`config.mk`:
```
export PLATFORM = sky130hd
export DESIGN_NAME = pipe_hazard_ctrl
export DESIGN_NICKNAME = d
export VERILOG_FILES = /design/src/rtl/pipe_hazard_ctrl_pkg.sv /design/src/rtl/pipe_hazard_ctrl_sat_counter.sv /design/src/rtl/pipe_hazard_ctrl.sv
export SDC_FILE = /design/constraint.sdc
export NUM_CORES = 1
export LEC_CHECK = 0
export ABC_CLOCK_PERIOD_IN_PS = 10700
export BUFFER_PORTS_ARGS = -buffer_cell sky130_fd_sc_hd__clkbuf_2
export CAP_MARGIN = 25
export CORE_MARGIN = 3
export CORE_UTILIZATION = 43
export DETAILED_ROUTE_END_ITERATION = 8
export PLACE_DENSITY = 0.74
export REMOVE_ABC_BUFFERS = 1
export SYNTH_ARGS = -nofsm -noshare
export SYNTH_HDL_FRONTEND = slang
export SYNTH_SLANG_ARGS = --single-unit
```
`constraint.sdc`:
```
create_clock -name clk -period 10.7 [get_ports clk]
set_clock_uncertainty 0.1 [all_clocks]
set_input_delay 2.14 -clock clk [delete_from_list [all_inputs] [get_ports clk]]
set_output_delay 2.14 -clock clk [all_outputs]
set_load 0.005 [all_outputs]
```
`src/rtl/pipe_hazard_ctrl_pkg.sv`:
```
// -----------------------------------------------------------------------------
// pipe_ctrl_pkg
// Shared definitions for the pipeline hazard controller:
//   - stage index constants (IF .. WB) and the default pipeline depth
//   - fixed-width stage vector / stage index types used for the selection logic
//   - oldest_idx(): index of the highest set bit (the oldest stage) of a vector
//   - stage_onehot(): one-hot stage vector from a stage index
//   - ctrl_mode_e: the per-cycle decision taken by the controller
// -----------------------------------------------------------------------------
package pipe_ctrl_pkg;

    localparam int unsigned STG_IF     = 32'd0;
    localparam int unsigned STG_ID     = 32'd1;
    localparam int unsigned STG_EX     = 32'd2;
    localparam int unsigned STG_MEM    = 32'd3;
    localparam int unsigned STG_WB     = 32'd4;
    localparam int unsigned NSTAGE_DEF = 32'd5;

    // Selection works on a fixed maximum width; narrower pipelines zero-extend.
    localparam int unsigned MAX_NSTAGE = 32'd32;
    localparam int unsigned IDX_W      = 32'd5;

    typedef logic [MAX_NSTAGE-1:0] stage_vec_t;
    typedef logic [IDX_W-1:0]      stage_idx_t;

    typedef enum logic [1:0] {
        MODE_IDLE     = 2'd0,
        MODE_REDIRECT = 2'd1,
        MODE_STALL    = 2'd2
    } ctrl_mode_e;

    // Highest set bit wins: later stages hold older instructions.
    // Returns 0 for an empty vector; callers qualify with a reduction-OR.
    function automatic stage_idx_t oldest_idx(input stage_vec_t vec);
        stage_idx_t idx;
        idx = {IDX_W{1'b0}};
        for (int k = 0; k < int'(MAX_NSTAGE); k++) begin
            idx = vec[k] ? stage_idx_t'(k) : idx;
        end
        return idx;
    endfunction

    function automatic stage_vec_t stage_onehot(input stage_idx_t idx);
        return {{(MAX_NSTAGE-1){1'b0}}, 1'b1} << idx;
    endfunction

endpackage

```
`src/rtl/pipe_hazard_ctrl_sat_counter.sv`:
```
// -----------------------------------------------------------------------------
// sat_counter
// Saturating up-counter with synchronous clear (clear has priority).
// Ports:
//   clk    : clock, rising edge
//   rst_n  : asynchronous active-low reset, clears the count
//   clr_i  : synchronous clear
//   inc_i  : increment request, ignored once the count is all ones
//   cnt_o  : registered count
// -----------------------------------------------------------------------------
module sat_counter #(
    parameter int unsigned W = 32'd16
) (
    input  logic         clk,
    input  logic         rst_n,
    input  logic         clr_i,
    input  logic         inc_i,
    output logic [W-1:0] cnt_o
);

    logic [W-1:0] cnt_d;
    logic [W-1:0] cnt_q;

    // Next count: clear beats increment, increment stops at all ones.
    always_comb begin
        cnt_d = cnt_q;
        if (clr_i) begin
            cnt_d = {W{1'b0}};
        end else if (inc_i && (cnt_q != {W{1'b1}})) begin
            cnt_d = cnt_q + {{(W-1){1'b0}}, 1'b1};
        end else begin
            cnt_d = cnt_q;
        end
    end

    // Count register.
    always_ff @(posedge clk or negedge rst_n) begin
        if (!rst_n) begin
            cnt_q <= {W{1'b0}};
        end else begin
            cnt_q <= cnt_d;
        end
    end

    assign cnt_o = cnt_q;

endmodule

```
`src/rtl/pipe_hazard_ctrl.sv`:
```
// -----------------------------------------------------------------------------
// pipe_hazard_ctrl
// Stall / flush / redirect controller for an in-order pipeline. Stage 0 is the
// PC/IF register, stage NSTAGE-1 is WB; a higher index is an older instruction.
// Ports:
//   clk, rst_n      : clock (rising edge), asynchronous active-low reset
//   stall_req_i     : per-stage hold requests
//   redirect_i      : per-stage resolved redirects (bit 0 ignored)
//   clr_cnt_i       : synchronous clear of the performance counters
//   write_o         : per-stage register write enables (bit 0 = PC)
//   flush_o         : per-stage bubble insertion (bit 0 always 0)
//   redirect_ack_o  : one-hot stage whose redirect is applied this cycle
//   pending_o       : a redirect was blocked and is being held
//   stall_cnt_o     : saturating count of cycles with a stall applied
//   redirect_cnt_o  : saturating count of applied redirects
//   hang_o          : sticky flag, PC frozen for WDOG_LIMIT consecutive cycles
// write_o / flush_o / redirect_ack_o are combinational (zero latency) from the
// inputs and the pending register.
// -----------------------------------------------------------------------------
module pipe_hazard_ctrl
    import pipe_ctrl_pkg::*;
#(
    parameter int unsigned NSTAGE       = NSTAGE_DEF,
    parameter bit          GLOBAL_STALL = 1'b0,
    parameter int unsigned CNT_W        = 32'd16,
    parameter int unsigned WDOG_LIMIT   = 32'd1024
) (
    input  logic              clk,
    input  logic              rst_n,
    input  logic [NSTAGE-1:0] stall_req_i,
    input  logic [NSTAGE-1:0] redirect_i,
    input  logic              clr_cnt_i,
    output logic [NSTAGE-1:0] write_o,
    output logic [NSTAGE-1:0] flush_o,
    output logic [NSTAGE-1:0] redirect_ack_o,
    output logic              pending_o,
    output logic [CNT_W-1:0]  stall_cnt_o,
    output logic [CNT_W-1:0]  redirect_cnt_o,
    output logic              hang_o
);

    localparam int unsigned WDOG_W = $clog2(WDOG_LIMIT + 32'd1);

    stage_vec_t        stall_vec_s;
    stage_vec_t        redir_vec_s;
    stage_vec_t        cand_vec_s;
    stage_idx_t        stall_idx_s;
    stage_idx_t        redir_idx_s;
    logic              stall_any_s;
    logic              redir_any_s;
    logic              blocked_s;
    logic              apply_s;
    logic              stall_applied_s;
    ctrl_mode_e        mode_s;

    logic [NSTAGE-1:0] write_s;
    logic [NSTAGE-1:0] flush_s;
    logic [NSTAGE-1:0] ack_s;

    logic              pend_vld_d;
    logic              pend_vld_q;
    stage_idx_t        pend_idx_d;
    stage_idx_t        pend_idx_q;

    logic [WDOG_W-1:0] wdog_cnt_s;
    logic              hang_d;
    logic              hang_q;

    // Candidate selection: oldest stall, and oldest of live redirects plus the
    // held one. A live redirect younger than the held one simply loses here,
    // which drops it without an ack since the held flush covers it.
    always_comb begin
        stall_vec_s = stage_vec_t'(stall_req_i);
        redir_vec_s = stage_vec_t'(redirect_i) & {{(MAX_NSTAGE-1){1'b1}}, 1'b0};
        if (pend_vld_q) begin
            cand_vec_s = redir_vec_s | stage_onehot(pend_idx_q);
        end else begin
            cand_vec_s = redir_vec_s;
        end
        stall_any_s = |stall_vec_s;
        redir_any_s = |cand_vec_s;
        stall_idx_s = oldest_idx(stall_vec_s);
        redir_idx_s = oldest_idx(cand_vec_s);
    end

    // Decision: a redirect must wait if an equal-or-older stage is stalled (or
    // any stage under global stall); otherwise it flushes the younger, stalled
    // stages and so overrides the stall.
    always_comb begin
        blocked_s = redir_any_s && stall_any_s &&
                    (GLOBAL_STALL || (stall_idx_s >= redir_idx_s));
        apply_s   = redir_any_s && !blocked_s;
        if (apply_s) begin
            mode_s = MODE_REDIRECT;
        end else if (stall_any_s) begin
            mode_s = MODE_STALL;
        end else begin
            mode_s = MODE_IDLE;
        end
        stall_applied_s = (mode_s == MODE_STALL);
    end

    // Per-stage enables for the chosen mode.
    always_comb begin
        write_s = {NSTAGE{1'b1}};
        flush_s = {NSTAGE{1'b0}};
        ack_s   = {NSTAGE{1'b0}};
        case (mode_s)
            MODE_REDIRECT: begin
                for (int k = 0; k < int'(NSTAGE); k++) begin
                    flush_s[k] = (k != 0) && (stage_idx_t'(k) <= redir_idx_s);
                    ack_s[k]   = (stage_idx_t'(k) == redir_idx_s);
                end
            end
            MODE_STALL: begin
                if (GLOBAL_STALL) begin
                    write_s = {NSTAGE{1'b0}};
                end else begin
                    // Freeze S and everything younger; bubble into S+1 so the
                    // stalled instruction is not duplicated downstream.
                    for (int k = 0; k < int'(NSTAGE); k++) begin
                        write_s[k] = (stage_idx_t'(k) > stall_idx_s);
                        flush_s[k] = (k != 0) && (stage_idx_t'(k - 1) == stall_idx_s);
                    end
                end
            end
            MODE_IDLE: begin
                write_s = {NSTAGE{1'b1}};
            end
            default: begin
                write_s = {NSTAGE{1'b1}};
            end
        endcase
    end

    // Outputs are held inactive while reset is asserted.
    always_comb begin
        if (!rst_n) begin
            write_o        = {NSTAGE{1'b0}};
            flush_o        = {NSTAGE{1'b0}};
            redirect_ack_o = {NSTAGE{1'b0}};
        end else begin
            write_o        = write_s;
            flush_o        = flush_s;
            redirect_ack_o = ack_s;
        end
    end

    // Pending capture: a blocked redirect is held; anything else clears it.
    always_comb begin
        pend_vld_d = blocked_s;
        if (blocked_s) begin
            pend_idx_d = redir_idx_s;
        end else begin
            pend_idx_d = {IDX_W{1'b0}};
        end
    end

    // Pending register.
    always_ff @(posedge clk or negedge rst_n) begin
        if (!rst_n) begin
            pend_vld_q <= 1'b0;
            pend_idx_q <= {IDX_W{1'b0}};
        end else begin
            pend_vld_q <= pend_vld_d;
            pend_idx_q <= pend_idx_d;
        end
    end

    assign pending_o = pend_vld_q;

    sat_counter #(.W(CNT_W)) u_stall_cnt (
        .clk   (clk),
        .rst_n (rst_n),
        .clr_i (clr_cnt_i),
        .inc_i (stall_applied_s),
        .cnt_o (stall_cnt_o)
    );

    sat_counter #(.W(CNT_W)) u_redirect_cnt (
        .clk   (clk),
        .rst_n (rst_n),
        .clr_i (clr_cnt_i),
        .inc_i (apply_s),
        .cnt_o (redirect_cnt_o)
    );

    // Watchdog counts consecutive cycles with the PC frozen.
    sat_counter #(.W(WDOG_W)) u_wdog_cnt (
        .clk   (clk),
        .rst_n (rst_n),
        .clr_i (write_s[0]),
        .inc_i (~write_s[0]),
        .cnt_o (wdog_cnt_s)
    );

    // Hang sets on the edge that brings the watchdog count to WDOG_LIMIT.
    always_comb begin
        if (!write_s[0] && (wdog_cnt_s == WDOG_W'(WDOG_LIMIT - 32'd1))) begin
            hang_d = 1'b1;
        end else begin
            hang_d = hang_q;
        end
    end

    // Sticky hang flag; only reset clears it.
    always_ff @(posedge clk or negedge rst_n) begin
        if (!rst_n) begin
            hang_q <= 1'b0;
        end else begin
            hang_q <= hang_d;
        end
    end

    assign hang_o = hang_q;

endmodule
```
Word-level counts from Yosys, hierarchy flattened --
Cells that the tools add are included.
Cells by class: $add $sub $neg 3, multiply operators 0, divide/modulo/power cells 0, $lt $le $gt $ge 10, equality and inequality tests 13, shift operators 1, muxes and demuxes 51, bitwise operators 2, reduce and logical (&&, ||, !) cells 16
Operators by type and width (count):
- $mux 5 | 22
- $mux 16 | 4
- $add 16x1->16 const B | 2
- $mux 32 | 1
- $mux 4 | 8
- $ne 16x16->1 const B | 2
- $or 5x32->32 | 1
- $reduce_or 32->1 | 1
- $shl 1x5->32 const A | 1
- $mux 11 | 2
- $mux 3 | 5
- $mux 2 | 6
- $add 11x1->11 const B | 1
- $eq 11x10->1 const B | 1
- $ne 11x11->1 const B | 1
- $eq 2x5->1 const A | 2
- $le 2x5->1 const A | 2
- $logic_not 5->1 | 2
- $pmux 5 s2 | 1
- $logic_and 1x1->1 | 7
- $eq 2x3->1 const A | 2
- $gt 1x3->1 const A | 2
- $gt 2x3->1 const A | 2
- $reduce_bool 2->1 | 3
- other kinds (13) | 15
Word-level totals: register bits 50, latch bits 0, RAM bits 0, memory bits (read-only) 0, bits of input ports 13, output and inout port bits 49, word-level logic and storage cells 102, memories kept 0

Logic depth before layout (Yosys ltp) --
depth after elaboration 45, depth in mapped cells 14, mapped depth without buffers 11

Cells and area by module --
From an unflattened synthesis, not the netlist that was laid out.
Second synthesis, totals: cell total of the unflattened synthesis 374, area total of the unflattened synthesis 3417.0 um2
By module, submodules not included:
- sat_counter at u_redirect_cnt ... | times used 2, cells each 98, area an instance 942.2 um2, sequential area each 400.4 um2
- pipe_hazard_ctrl | times used 1, cells each 120, area an instance 914.6 um2, sequential area each 175.2 um2
- sat_counter at u_wdog_cnt | times used 1, cells each 58, area an instance 618.1 um2, sequential area each 275.3 um2

Worst setup path before layout --
No wires, ideal clock.
path type input -> output, from input redirect_i[1], to output write_o[0], arrival time 4580 ps, data required time 8460 ps, setup slack 3880 ps, cell stages on the path 10, path buffers 1, cell sequence o21ai_0 -> a211o_1 -> a211oi_1 -> ha_1 -> nand2b_1 -> a31o_2 -> o2bb2ai_2 -> nand2_1 -> clkbuf_1 -> and2_1
On the way: cells in the longest elaborated chain, start to end 41, elaborated cells on any way between the ends 43, classes of those cells order compare (1); eq/ne (1); mux (35); bitwise (1); reduce/logical (5)
RTL lines:
- start, declared | RTL line pipe_hazard_ctrl.sv:31 | input logic [NSTAGE-1:0] redirect_i,
- $or 5x32->32 | RTL line pipe_hazard_ctrl.sv:76 | cand_vec_s = redir_vec_s | stage_onehot(pend_idx_q);
- $mux 32 * | RTL line pipe_hazard_ctrl.sv:75 | if (pend_vld_q) begin
- $mux 1 | RTL line pipe_hazard_ctrl_pkg.sv:38 | idx = vec[k] ? stage_idx_t'(k) : idx;
- $mux 2 (2 in series) | RTL line pipe_hazard_ctrl_pkg.sv:38
- $mux 3 (4 in series) | RTL line pipe_hazard_ctrl_pkg.sv:38
- $mux 4 (8 in series) | RTL line pipe_hazard_ctrl_pkg.sv:38
- $mux 5 (16 in series) | RTL line pipe_hazard_ctrl_pkg.sv:38
- $ge 3x5->1 | RTL line pipe_hazard_ctrl.sv:91 | (GLOBAL_STALL || (stall_idx_s >= redir_idx_s));
- $logic_and 1x1->1 | RTL line pipe_hazard_ctrl.sv:90 | blocked_s = redir_any_s && stall_any_s &&
- $logic_not 1->1 | RTL line pipe_hazard_ctrl.sv:92 | apply_s = redir_any_s && !blocked_s;
- $logic_and 1x1->1 * | RTL line pipe_hazard_ctrl.sv:92
- $mux 2 * | RTL line pipe_hazard_ctrl.sv:93 | if (apply_s) begin
- $eq 2x2->1 * | RTL line pipe_hazard_ctrl.sv:108 | case (mode_s)
- $mux 5 * | RTL line pipe_hazard_ctrl.sv:108
- $mux 5 * | RTL line pipe_hazard_ctrl.sv:138 | if (!rst_n) begin
- end, declared | RTL line pipe_hazard_ctrl.sv:33 | output logic [NSTAGE-1:0] write_o,
Every way passes the cells marked *; elsewhere a longest branch is shown, timed or not.

Final worst setup path --
from input redirect_i[4], to output write_o[0]
On the way: cells in the longest elaborated chain, start to end 38, elaborated cells on any way between the ends 40, classes of those cells order compare (1); eq/ne (1); mux (32); bitwise (1); reduce/logical (5)
RTL lines (RTL line):
- $or 5x32->32 | pipe_hazard_ctrl.sv:76
- $mux 32 * | pipe_hazard_ctrl.sv:75
- $mux 3 (4 in series) | pipe_hazard_ctrl_pkg.sv:38
- $mux 4 (8 in series) | pipe_hazard_ctrl_pkg.sv:38
- $mux 5 (16 in series) | pipe_hazard_ctrl_pkg.sv:38
- $ge 3x5->1 | pipe_hazard_ctrl.sv:91
- $logic_and 1x1->1 | pipe_hazard_ctrl.sv:90
- $logic_not 1->1 | pipe_hazard_ctrl.sv:92
- $logic_and 1x1->1 * | pipe_hazard_ctrl.sv:92
- $mux 2 * | pipe_hazard_ctrl.sv:93
- $eq 2x2->1 * | pipe_hazard_ctrl.sv:108
- $mux 5 * | pipe_hazard_ctrl.sv:108
- $mux 5 * | pipe_hazard_ctrl.sv:138
Marks and branches as above.

==> run_results.csv <==
group,metric,value,unit
grt,antenna_found_initial,0,
layout,multi_input_area,1730,µm²
sta,worst_slew_pin_slew,0.868,ns
layout,nets,423,
yosys,yosys-top-cells-count,"dfrtp_1 (50), nor2_1 (40), a21oi_1 (26)",
floorplan,die_w,90.7,µm
yosys,ys.flop_type,"dfrtp_1",
route,route.met2.wl,3.40,mm
sta,hold_violations,0,
power_and_ir_drop,peakVddDrop,0.0717,mV
setup_path,slowest_delay,0.59,ns
route,wl_met3,295,µm
placed_design,dpl.hpwl,5.08,mm
layout,drive_above_1_share,0.195,
setup_path,cp_slowest_cell,"nand2_1",
layout,fillCellCount,670,
power_and_ir_drop,power_density,155,nW/µm²
setup_path,r2r_cells,12,
route,wl_per_cell,14.5,µm
grt,grt_use_total,0.173,
clocking,post_cts_buffers,0,
clocking,clockRootBuffer,"clkbuf_8",
route,maxUsedRoutingLayer,"met4",
yosys,syn_avg_cell_area,8.84,µm²
clocking,insertion_delay,0.30,ns
min_path,hp-class,"reg2reg",
layout,seq_area,1250,µm²
placed_design,io_buffers,59,
sta,max_freq,0.136,GHz
route,routed_wl,7.25,mm
min_path,whs_path_depth,2,
clocking,cts_resized,0,
setup_path,reg2reg_from,"pend_idx_q[3]",
grt,grt_pass1_wl,12.1,mm
clocking,clk_path_buf_depth,2,
setup_path,end_kind,"primary output",
yosys,synth_cell_types,57,
setup_path,path_class,"in2out",
sta,finalSetupViolations,0,
grt,grt_overflow,0,
yosys,yosys-top-cells-area,"dfrtp_1 (41%), nor2_1 (4.9%), a21oi_1 (4.2%)",
setup_path,crit_path_frequent_cell,"clkbuf_2",
route,first_pass_iters,4,
setup_path,critPathLaunchType,"input port",
placed_design,gp_congestion,0.834,
sta,relSlewSlack,0.420,
sta,finalCritPeriodShare,0.685,
min_path,min_from,"hang_o",
route,drtIter0Drc,100,
placed_design,dpl_worst_slack,3.41,ns
setup_path,path_max_fanout,28,
floorplan,fp.coreArea,6870,µm²
yosys,synth-edff-count,0,
route,vias,2890,
sta,setup_tns,0,ns
min_path,hold_end,"hang_o",
yosys,synth_cells,349,
clocking,cts-hold-fix-buffers,0,
grt,grt_max_degree,60,
setup_path,arrival,5.09,ns
setup_path,rrSetupSlack,6.54,ns
floorplan,initial_core_util,0.449,
floorplan,num_rows,30,
sta,grt_setup_unrepaired,"false",
yosys,yosysMostFrequentCell,"dfrtp_1",
clocking,cts_tree,"done",
power_and_ir_drop,p_total,549,µW
sta,slew_violations,0,
yosys,synth.largest_area_cell,"dfrtp_1",
floorplan,ios,62,
clocking,numCtsBuffers,5,
sta,finalCriticalPeriod,7.33,ns
clocking,path_clk_slew,0.09,ns
route,ant_nets,0,
yosys,synthArstFlopShare,1.00,
floorplan,die_y,90.7,µm
power_and_ir_drop,p_leak,0.00151,µW
route,post_drt_via_cell_ratio,5.77,
setup_path,crit_family,"simple AND/OR/NAND/NOR gates",
sta,setup_ws,3.37,ns
yosys,syn_area,3090,µm²
floorplan,dieArea,8230,µm²
yosys,yosys_warnings,0,
route,drc,0,
route,routedLengthMet1,3.50,mm
layout,insertedDiodeCount,0,
layout,areaGrowthSynthToFinish,14.8,%
setup_path,path_cells,"clkbuf_2 > o32ai_1 > a222oi_1 > a211oi_1 > buf_4 > ha_1 > nand2b_1 > a31o_2 > o2bb2ai_2 > nand2_1 > and2_1 > clkbuf_2",
outcome,status,"finished clean",
flow_run,cap_violations,0,
yosys,yosysSeqAreaShare,0.405,
setup_path,cp.required,8.46,ns
setup_path,timing.rr.end,"u_stall_cnt.cnt_o[7]",
clocking,h-tree-depth,2,
grt,grt_pass1_vias,2567,
clocking,cts.sinks,50,
yosys,ys_ff_latch,50,
yosys,synth_top_area_share,0.405,
setup_path,crit_buf_inv,3,
[cells by family (layout without fill, tap and decap cells)]
family | Yosys count | after routing | share of synthesized area
mux | 5 | 5 | 0.0170
simple gates | 154 | 154 | 0.268
buf+inv | 26 | 80 | 0.0357
fa+ha+maj | 7 | 7 | 0.0276
xor+xnor | 13 | 13 | 0.0369
flops | 50 | 50 | 0.405
compound gates | 93 | 93 | 0.208
other cells | 1 | 3 | 0.00121
[where the power goes]
group	internal [µW]	switching [µW]	leakage, µW
Sequential	205	28.2	0.000680
Clock	46.3	62.0	0.0000452
Combinational	76.9	131	0.000786
[layout make-up]
type / count / share of cell area
tap: 96 / 0.0339
sequential: 50 / 0.353
clock buffer: 6 / 0.0205
timing repair buffer: 61 / 0.0876
inverter: 11 / 0.0117
multi-input combinational: 275 / 0.489
clock inverter: 2 / 0.00389
[worst register-to-register path, stage by stage, from the launching register on]
cell and delay, ns:
dfrtp_1 0.49, or3_1 0.38, maj3_1 0.36, a21oi_1 0.14, a211oi_1 0.08, buf_4 0.18
ha_1 0.27, nand2b_1 0.14, a31o_2 0.28, o2bb2ai_2 0.23, nand2_1 0.59, or4_1 0.71
a21oi_1 0.15
[layer usage]
layer | GRT usage | vias to the layer above
met5 | 0 | -
met4 | 0.0421 | 0
met3 | 0.0308 | 4
met2 | 0.279 | 64
met1 | 0.239 | 1401
li1 | - | 1421
[state kept, by name (all words and copies together), names as in the netlist]
name,flops
hang_o,1
pend_idx_q,5
pending_o,1
u_redirect_cnt.cnt_o,16
u_stall_cnt.cnt_o,16
u_wdog_cnt.cnt_o,11
[per-stage QoR]
step / cells / hold WS (ns) / cell area (µm²) / util
global placement: 493 / 0.356 / 3460 / 0.503
floorplan: 336 / 0.360 / 3030 / -
detailed placement: 493 / 0.360 / 3460 / 0.503
CTS: 501 / 0.384 / 3540 / 0.516
finish: 501 / 0.380 / 3540 / 0.516
global route: 501 / 0.399 / 3540 / 0.516
[cells in the final DEF (no fill, tap or decap), drive strengths merged, types with 3 or more instances in the layout]
cell and count:
a21boi 4, a21oi 27, a311oi 5, a31oi 4, and2 5, and3 5, clkbuf 65, conb 3
dfrtp 50, ha 6, inv 11, mux2i 3, nand2 23, nand3 18, nand4 14, nor2 40
nor2b 5, nor3 6, nor4 4, o21a 3, o21ai 18, o31ai 13, or3 13, or4 13
xnor2 3, xor2 10
[worst max-delay path by stage]
stage	startpoint	to	slack (ns)	cells after the start
floorplan	redirect_i[1]	write_o[0]	3.84	9
global placement	redirect_i[4]	write_o[0]	3.40	12
detailed placement	redirect_i[4]	write_o[0]	3.41	12
CTS	redirect_i[4]	write_o[0]	3.39	12
global route	redirect_i[4]	write_o[0]	3.15	12
finish	redirect_i[4]	write_o[0]	3.37	12
(Power assumes the default switching activity.)
